`src/rtl/obi_irq_resp_pkg.sv`:
```
// obi_irq_resp_pkg: register map, mip bit positions, interrupt IDs and TCTRL fields
// shared by the OBI interrupt responder and its timer.
package obi_irq_resp_pkg;

    typedef enum logic [2:0] {
        OFF_PEND_SET  = 3'd0,
        OFF_PEND_CLR  = 3'd1,
        OFF_FASTX_SET = 3'd2,
        OFF_FASTX_CLR = 3'd3,
        OFF_MTIME     = 3'd4,
        OFF_MTIMECMP  = 3'd5,
        OFF_TCTRL     = 3'd6,
        OFF_ACKCNT    = 3'd7
    } reg_off_e;

    localparam int MIP_SOFTWARE = 3;
    localparam int MIP_TIMER    = 7;
    localparam int MIP_EXTERNAL = 11;
    localparam int MIP_FAST_LO  = 16;
    localparam int MIP_FAST_HI  = 30;
    localparam int MIP_NMI      = 31;

    localparam logic [4:0] IRQ_ID_SOFTWARE = 5'd3;
    localparam logic [4:0] IRQ_ID_TIMER    = 5'd7;
    localparam logic [4:0] IRQ_ID_EXTERNAL = 5'd11;
    localparam logic [4:0] IRQ_ID_FAST0    = 5'd16;
    localparam logic [4:0] IRQ_ID_NMI      = 5'd31;

    localparam logic [31:0] PEND_MASK = 32'hFFFF_0888;

    localparam int TCTRL_EN     = 0;
    localparam int TCTRL_RELOAD = 1;

    function automatic logic [31:0] be_mask(input logic [3:0] be);
        return {{8{be[3]}}, {8{be[2]}}, {8{be[1]}}, {8{be[0]}}};
    endfunction

    // Interrupt IDs coincide with mip bit positions, so an ID selects its bit directly.
    function automatic logic [31:0] id_to_mip(input logic [4:0] id);
        return (32'h1 << id) & PEND_MASK;
    endfunction

endpackage

```
`src/rtl/obi_irq_resp_timer.sv`:
```
// obi_irq_resp_timer: MTIME/MTIMECMP/TCTRL with compare and auto-reload; match_o pulses
// in the cycle where the enabled counter equals the compare value.
module obi_irq_resp_timer
    import obi_irq_resp_pkg::*;
#(
    parameter int unsigned TIMER_WIDTH = 32
) (
    input  logic        clk_i,
    input  logic        rst_ni,
    input  logic        wr_i,
    input  logic [2:0]  off_i,
    input  logic [31:0] wmask_i,
    input  logic [31:0] wbits_i,
    output logic [31:0] rdata_o,
    output logic        match_o
);

    localparam int unsigned W = TIMER_WIDTH;

    logic [W-1:0] mtime_q, mtime_d, mtime_nxt, cmp_q, cmp_d, mask, bits;
    logic [1:0]   tctrl_q, tctrl_d;
    logic         en;

    assign mask    = wmask_i[W-1:0];
    assign bits    = wbits_i[W-1:0];
    assign en      = tctrl_q[TCTRL_EN];
    assign match_o = en && (mtime_q == cmp_q);

    // A bus write to MTIME overrides the increment/reload of the same cycle.
    always_comb begin
        mtime_nxt = !en ? mtime_q : (match_o && tctrl_q[TCTRL_RELOAD]) ? '0 : mtime_q + W'(1);
        mtime_d   = (wr_i && off_i == OFF_MTIME) ? ((mtime_q & ~mask) | bits) : mtime_nxt;
        cmp_d     = (wr_i && off_i == OFF_MTIMECMP) ? ((cmp_q & ~mask) | bits) : cmp_q;
        tctrl_d   = (wr_i && off_i == OFF_TCTRL) ? ((tctrl_q & ~mask[1:0]) | bits[1:0]) : tctrl_q;
        rdata_o   = (off_i == OFF_MTIME)    ? 32'(mtime_q) :
                    (off_i == OFF_MTIMECMP) ? 32'(cmp_q) :
                    (off_i == OFF_TCTRL)    ? 32'(tctrl_q) : '0;
    end

    always_ff @(posedge clk_i or negedge rst_ni) begin
        if (!rst_ni) begin
            mtime_q <= '0;
            cmp_q   <= '1;
            tctrl_q <= '0;
        end else begin
            mtime_q <= mtime_d;
            cmp_q   <= cmp_d;
            tctrl_q <= tctrl_d;
        end
    end

endmodule

```
`src/rtl/obi_irq_responder.sv`:
```
// obi_irq_responder: OBI responder raising core interrupts via W1S/W1C registers, a compare
// timer and ack clearing. Define OBI_IRQ_RESP_FASTX_EN to implement FASTX and irq_fastx_o.
module obi_irq_responder
    import obi_irq_resp_pkg::*;
#(
    parameter logic [31:0] BASE_ADDR   = 32'h1500_0000,
    parameter int unsigned TIMER_WIDTH = 32
) (
    input  logic        clk_i,
    input  logic        rst_ni,
    input  logic        data_req_i,
    input  logic [31:0] data_addr_i,
    input  logic        data_we_i,
    input  logic [3:0]  data_be_i,
    input  logic [31:0] data_wdata_i,
    output logic        data_gnt_o,
    output logic        data_rvalid_o,
    output logic [31:0] data_rdata_o,
    input  logic        irq_ack_i,
    input  logic [4:0]  irq_id_i,
    output logic        irq_software_o,
    output logic        irq_timer_o,
    output logic        irq_external_o,
    output logic        irq_nmi_o,
    output logic [14:0] irq_fast_o,
    output logic [31:0] irq_fastx_o
);

    logic [2:0]  off;
    logic        wr, match, rvalid_q, unused_addr;
    logic [31:0] wmask, wbits, pend_set, pend_clr, pend_d, pend_q;
    logic [31:0] fastx_rd, tmr_rdata, rdata_d, rdata_q;
    logic [15:0] ackcnt_q;
    logic [4:0]  ackid_q;

    assign off         = data_addr_i[4:2];
    assign wr          = data_req_i && data_we_i;
    assign wmask       = be_mask(data_be_i);
    assign wbits       = data_wdata_i & wmask;
    assign unused_addr = ^{BASE_ADDR, data_addr_i[31:5], data_addr_i[1:0]};

    obi_irq_resp_timer #(
        .TIMER_WIDTH(TIMER_WIDTH)
    ) u_timer (
        .clk_i  (clk_i),
        .rst_ni (rst_ni),
        .wr_i   (wr),
        .off_i  (off),
        .wmask_i(wmask),
        .wbits_i(wbits),
        .rdata_o(tmr_rdata),
        .match_o(match)
    );

    // Set is OR-ed in after clearing, so a same-cycle set beats W1C or ack.
    always_comb begin
        pend_set = ((wr && off == OFF_PEND_SET) ? wbits : '0) | (match ? (32'h1 << MIP_TIMER) : '0);
        pend_clr = ((wr && off == OFF_PEND_CLR) ? wbits : '0) | (irq_ack_i ? id_to_mip(irq_id_i) : '0);
        pend_d   = ((pend_q & ~pend_clr) | pend_set) & PEND_MASK;
    end

`ifdef OBI_IRQ_RESP_FASTX_EN
    logic [31:0] fastx_q, fastx_d;

    assign fastx_d = (wr && off == OFF_FASTX_SET) ? (fastx_q | wbits) :
                     (wr && off == OFF_FASTX_CLR) ? (fastx_q & ~wbits) : fastx_q;

    always_ff @(posedge clk_i or negedge rst_ni) begin
        if (!rst_ni) fastx_q <= '0;
        else         fastx_q <= fastx_d;
    end

    assign fastx_rd    = fastx_q;
    assign irq_fastx_o = fastx_q;
`else
    assign fastx_rd    = '0;
    assign irq_fastx_o = '0;
`endif

    // Read data is captured at the grant edge; writes and idle cycles return 0.
    assign rdata_d = (!data_req_i || data_we_i)                     ? '0 :
                     (off == OFF_PEND_SET || off == OFF_PEND_CLR)   ? pend_q :
                     (off == OFF_FASTX_SET)                         ? fastx_rd :
                     (off == OFF_ACKCNT)                            ? {11'd0, ackid_q, ackcnt_q} :
                                                                      tmr_rdata;

    always_ff @(posedge clk_i or negedge rst_ni) begin
        if (!rst_ni) begin
            pend_q   <= '0;
            ackcnt_q <= '0;
            ackid_q  <= '0;
            rvalid_q <= 1'b0;
            rdata_q  <= '0;
        end else begin
            pend_q   <= pend_d;
            rvalid_q <= data_req_i;
            rdata_q  <= rdata_d;
            if (irq_ack_i) begin
                ackcnt_q <= ackcnt_q + 16'd1;
                ackid_q  <= irq_id_i;
            end
        end
    end

    assign data_gnt_o     = data_req_i;
    assign data_rvalid_o  = rvalid_q;
    assign data_rdata_o   = rdata_q;
    assign irq_software_o = pend_q[MIP_SOFTWARE];
    assign irq_timer_o    = pend_q[MIP_TIMER];
    assign irq_external_o = pend_q[MIP_EXTERNAL];
    assign irq_nmi_o      = pend_q[MIP_NMI];
    assign irq_fast_o     = pend_q[MIP_FAST_HI:MIP_FAST_LO];

endmodule
```
`config.mk`:
```
export PLATFORM = sky130hd
export DESIGN_NAME = obi_irq_responder
export DESIGN_NICKNAME = d
export VERILOG_FILES = /design/src/rtl/obi_irq_resp_pkg.sv /design/src/rtl/obi_irq_resp_timer.sv /design/src/rtl/obi_irq_responder.sv
export SDC_FILE = /design/constraint.sdc
export NUM_CORES = 1
export LEC_CHECK = 0
export CAP_MARGIN = 20
export CORE_AREA = 2 2 126 128
export CTS_CLUSTER_SIZE = 8
export DETAILED_ROUTE_END_ITERATION = 16
export DIE_AREA = 0 0 128 130
export PLACE_DENSITY = 0.8
export SLEW_MARGIN = 5
export SYNTH_ARGS = -nofsm -noshare
export SYNTH_HDL_FRONTEND = slang
export SYNTH_SLANG_ARGS = --single-unit
```
`constraint.sdc`:
```
create_clock -name clk_i -period 2.73 [get_ports clk_i]
set_input_delay 0.6825 -clock clk_i [delete_from_list [all_inputs] [get_ports clk_i]]
set_output_delay 0.6825 -clock clk_i [all_outputs]
set_load 0.03 [all_outputs]
```
======== Word level (Yosys, flattened, before mapping) ========
Index checks and enable logic that the tools add are counted.
storage, ports and cells
  register bits after elaboration ......... 139
  input bits .............................. 78
  logic and storage cells ................. 59
operators by class
  shifts and indexed selects .............. 1
  bitwise operators ....................... 14
  reductions and logical operators ........ 13
  add/subtract/negate cells ............... 2
  equal/unequal tests ..................... 7
  muxes and demuxes ....................... 14
operator list
  cell                   count
  $mux 32                12
  $and 32x32->32         4
  $or 32x32->32          4
  $not 32->32            2
  $add 32x1->32 const B  1
  $eq 32x32->1           1
  $or 32x8->32           1
  $shl 1x5->32 const A   1
  $add 16x1->16 const B  1
  $eq 3x3->1 const B     4
  $logic_and 1x1->1      8
  $mux 8                 1
  $eq 3x1->1 const B     1
  $eq 3x2->1 const B     1
  $logic_not 3->1        1
  $and 2x2->2            1
  $logic_or 1x1->1       2
  $mux 2                 1
  $not 2->2              1
  $or 2x2->2             1
  $reduce_bool 2->1      1
  $logic_not 1->1        1

======== Longest topological paths before layout ========
Gate-level depths: netlist of run 1.
  depth after elaboration ................. 8
  gate-level depth with buffers ........... 9

======== Modules after synthesis ========
Synthesis of run 1 repeated with hierarchy kept, for this count alone.
second synthesis, totals
  cell total of the unflattened synthesis .. 824
  area total of the unflattened synthesis .. 7896.3 sq um
by module, submodules not included
  module              area an instance (sq um)  times used  cells an instance
  obi_irq_resp_timer  4222.8                    1           455
  obi_irq_responder   3673.5                    1           369

======== Worst setup path before layout of run 1 ========
No wires, ideal clock.
  path kind ............................... input to register
  from .................................... input port data_addr_i[4]
  to ...................................... register (tool-made name)
  path buffers ............................ 2
  stages on the path ...................... 8
  library setup time ...................... 0.128 ns
  data required time ...................... 2.602 ns
  arrival time ............................ 2.005 ns
  path slack .............................. 0.597 ns
  path through ............................ buf_4 > nand3_2 > or3_1 > buf_2 > a21oi_4 > nor3_1 > a211oi_1 > nor3_1
RTL lines
  element      line                     text
  from (decl)  obi_irq_responder.sv:12  input logic [31:0] data_addr_i,

======== Worst setup path after layout of run 1 ========
  from .................................... input port data_req_i
  to ...................................... output port data_gnt_o
RTL lines
  element      line                     text
  from (decl)  obi_irq_responder.sv:11  input logic data_req_i,
  to (decl)    obi_irq_responder.sv:16  output logic data_gnt_o,
No word-level cell between the ends.

==> impl_metrics.py, run 1 <==
metrics = {
    "setup_path": {
        "cell_with_the_largest_stage_delay_on_the_worst_path": "sky130_fd_sc_hd__clkdlybuf4s50_1",
        "setup.worst_path.end_class": "output pin",
        "r2r_setup_slack_ps": 170,
        "start_kind": "primary input",
        "worst_setup_path_endpoint": "data_gnt_o",
        "worst-path-max-fanout": 5,
        "worstPathRequired_ps": 2050,
        "cp_num_buf_inv": 2,
        "critical_path_depth": 2,
        "cp_data_arrival_time_ps": 1960,
        "timing.setup.critical_path_class": "in2out",
        "crit_family": "buffers and inverters",
        "worst_path_largest_cell_delay_ps": 700,
        "worst_r2r_path_depth": 6,
        "critical_path_cell_by_cell": "clkdlybuf4s50_1, clkdlybuf4s50_1",
        "setup.worst_path.start": "data_req_i",
        "critical_path.most_common_cell": "sky130_fd_sc_hd__clkdlybuf4s50_1",
    },
    "floorplan": {
        "fp.dieH_microns": 130,
        "ios": 163,
        "chipWidth_microns": 128,
        "die_area_sq_um": 16600,
        "floorplan.rows": 46,
        "floorplan.initialDensity_pct": 50.3,
        "core_area_sq_um": 15400,
    },
    "cells_and_area": {
        "finish.instance_area_sq_um": 9500,
        "final_core_util_pct": 61.6,
        "final_net_count": 951,
        "antenna_cells": 0,
        "syn_to_layout_area_delta_pct": 22.6,
        "drive_above_1_share_pct": 18.0,
    },
    "sta": {
        "totalNegativeSetupSlack_ps": 0,
        "worst_pin_slew_ps": 767,
        "final.setup_skew_ps": 7.21,
        "period_share_pct": 96.7,
        "min_period_ps": 2640,
        "timing_max_transition_violations_final": 0,
        "final-hold-violation-count": 0,
        "max_frequency_mhz": 379,
        "finalSetupViolations": 0,
        "max-slew-margin-rel_pct": 48.7,
        "rsz0062_at_grt": "no",
    },
    "synthesis": {
        "synth_seq_cells": 139,
        "most_common_flop_cell_mapped_by_yosys": "sky130_fd_sc_hd__dfrtp_1",
        "gate_count_after_technology_mapping": 768,
        "synth-warning-count": 0,
        "synth_edf_count": 0,
        "async_flop_share_pct": 100,
        "synthesis.area_per_instance_sq_um": 10.1,
        "synth.distinct_cells": 62,
        "synth_sequential_area_ratio_pct": 45.4,
        "synthesis.area_sq_um": 7750,
    },
    "global_routing": {
        "groute.layer.met1.usage_pct": 37.3,
        "use_met3_pct": 5.90,
        "globalRouteMet2Util_pct": 42.4,
        "antenna_found_initial": 0,
        "first_global_vias": 6161,
        "wire_length_of_the_first_global_routing_pass_microns": 34300,
        "grt-ovfl-total": 0,
        "globalRouteTotalUtil_pct": 27.2,
        "maximum_number_of_pins_on_one_net_before_global_route_repair": 95,
        "globalRoute.busiestLayer": "met2",
    },
    "clock_tree": {
        "clkTransAtPathRegs_ps": 50,
        "cts.path.max_buffers": 2,
        "cts_repair_resized_insts": 0,
        "postCtsSetupBuffers": 0,
        "clk_latency_ps": 430,
        "cts_sinks": 139,
        "tritoncts": "yes",
        "hold_buffers": 0,
        "h_tree_depth": 4,
        "cts-buffers-inserted": 17,
        "cts_root_buf": "sky130_fd_sc_hd__clkbuf_16",
    },
    "placed_design": {
        "buffer_ports.inserted": 101,
        "post_detailed_placement_cell_area_sq_um": 8900,
        "hpwlAfterDp_microns": 16000,
        "gpl.final_weighted_congestion": 0.880,
    },
    "routing": {
        "wl_per_cell_microns": 20.4,
        "drt-total-wl_microns": 22000,
        "drt_pass1_iterations": 8,
        "post_drt_antenna_nets": 0,
        "drc": 0,
        "detailroute.via_count": 6606,
        "drt-initial-drc-count": 867,
        "viasPerCell": 6.14,
    },
    "min_path": {
        "hold_path_class": "in2async",
    },
    "pwr": {
        "leakage_power_total_uw": 0.00393,
        "vdd.ir_drop.worst_uv": 512,
        "power-per-cell-area_nw_per_um2": 817,
    },
    "run_status": {
        "run_status": "complete, no violations",
    },
    "run": {
        "number_of_max_cap_violations": 0,
    },
}
[layout by cell type, fill, tap and decap left out, drive strengths merged, types with 5 or more instances in the layout]
master           n
clkinv           6
inv             17
xnor2           32
conb            32
nor3            16
clkbuf          24
nor2b           12
o21ai           40
a22oi           30
and2             7
nor2            61
nor4            11
and4             6
a211oi          12
buf             39
o21a             5
and3            11
a32o            18
a21oi           21
mux2i           30
a31oi            7
o221ai          11
clkdlybuf4s50   99
nand2b           5
a32oi            8
dfrtp          107
nand4           23
xor2             8
dfstp           32
mux2            39
nand3           36
nand2           52
[Yosys cell counts (10+ instances only)]
library cell / count / area share (%)
sky130_fd_sc_hd__o21ai_1: 25 / 1.6
sky130_fd_sc_hd__dfstp_2: 32 / 11
sky130_fd_sc_hd__nand4_1: 21 / 1.7
sky130_fd_sc_hd__o21ai_0: 11 / 0.71
sky130_fd_sc_hd__o221ai_1: 11 / 1.2
sky130_fd_sc_hd__a211oi_1: 12 / 1.2
sky130_fd_sc_hd__a32o_1: 18 / 2.3
sky130_fd_sc_hd__clkbuf_1: 25 / 1.2
sky130_fd_sc_hd__nand2_1: 51 / 2.5
sky130_fd_sc_hd__inv_1: 17 / 0.82
sky130_fd_sc_hd__mux2i_1: 30 / 3.9
sky130_fd_sc_hd__buf_4: 39 / 3.8
sky130_fd_sc_hd__nor3_1: 14 / 0.90
sky130_fd_sc_hd__and3_1: 10 / 0.81
sky130_fd_sc_hd__xnor2_1: 32 / 3.6
sky130_fd_sc_hd__nor2_1: 61 / 3.0
sky130_fd_sc_hd__mux2_2: 39 / 5.7
sky130_fd_sc_hd__nand3_1: 35 / 2.3
sky130_fd_sc_hd__a21oi_1: 20 / 1.3
sky130_fd_sc_hd__nor2b_1: 12 / 0.97
sky130_fd_sc_hd__a22oi_1: 30 / 2.9
sky130_fd_sc_hd__buf_2: 13 / 0.84
sky130_fd_sc_hd__dfrtp_1: 107 / 35
[logic make-up after synthesis]
group / count (synthesis) / share of synthesized area, %
flip-flops: 139 / 45.4
XOR/XNOR: 40 / 4.52
adder cells (fa/ha/maj): 2 / 0.323
buffers and inverters: 103 / 7.33
multiplexers: 71 / 10.1
AO/OA/AOI/OAI: 164 / 15.1
other: 1 / 0.0484
AND/OR/NAND/NOR: 248 / 17.2
[stage by stage]
stage	setup slack (ps)	hold slack, ps	instances	power, uW
5_1_grt	68.6	39.9	1076	8110
4_1_cts	97.0	36.2	1076	7720
2_1_floorplan	597	387	799	4560
6_report	90.6	39.5	1076	7760
3_5_place_dp	35.0	467	1044	5370
3_3_place_gp	56.5	472	1044	5290
[where the power goes]
part           switching [uW]  internal [uW]
clock network             848           1500
registers                 564           2510
logic                    1290           1040
[worst min-delay path by stage]
stage,slack [ps],cells after the start,endpoint
3_3_place_gp,470,1,ackcnt_q[15]$_DFFE_PN0P_
4_1_cts,40,1,ackcnt_q[6]$_DFFE_PN0P_
6_report,40,1,ackcnt_q[6]$_DFFE_PN0P_
3_5_place_dp,470,1,ackcnt_q[15]$_DFFE_PN0P_
5_1_grt,40,1,ackcnt_q[3]$_DFFE_PN0P_
2_1_floorplan,390,0,asynchronous set/reset pin
[layer usage]
layer,vias up,routed length [microns]
li1,2948,-
met1,3200,8940
met2,402,10200
met3,56,2110
met4,0,692
met5,-,0
[area by class of cell]
cell class,count,area (sq um)
multi-input combinational,557,3780
clock inverter,8,115
tap,192,240
sequential,139,3520
clock buffer,24,482
fill,1239,5920
inverter,18,67.6
timing repair buffer,138,1300
Note: power is estimated with default switching activity, not from simulation.
==> run 2, diff against run 1 <==
--- a/config.mk
+++ b/config.mk
@@ -5,7 +5,6 @@
 export SDC_FILE = /design/constraint.sdc
 export NUM_CORES = 1
 export LEC_CHECK = 0
-export CAP_MARGIN = 20
 export CORE_AREA = 2 2 126 128
 export CTS_CLUSTER_SIZE = 8
 export DETAILED_ROUTE_END_ITERATION = 16
==> results of run 2 <==
Final layout, timing and power as in run 1 (identical DEF).
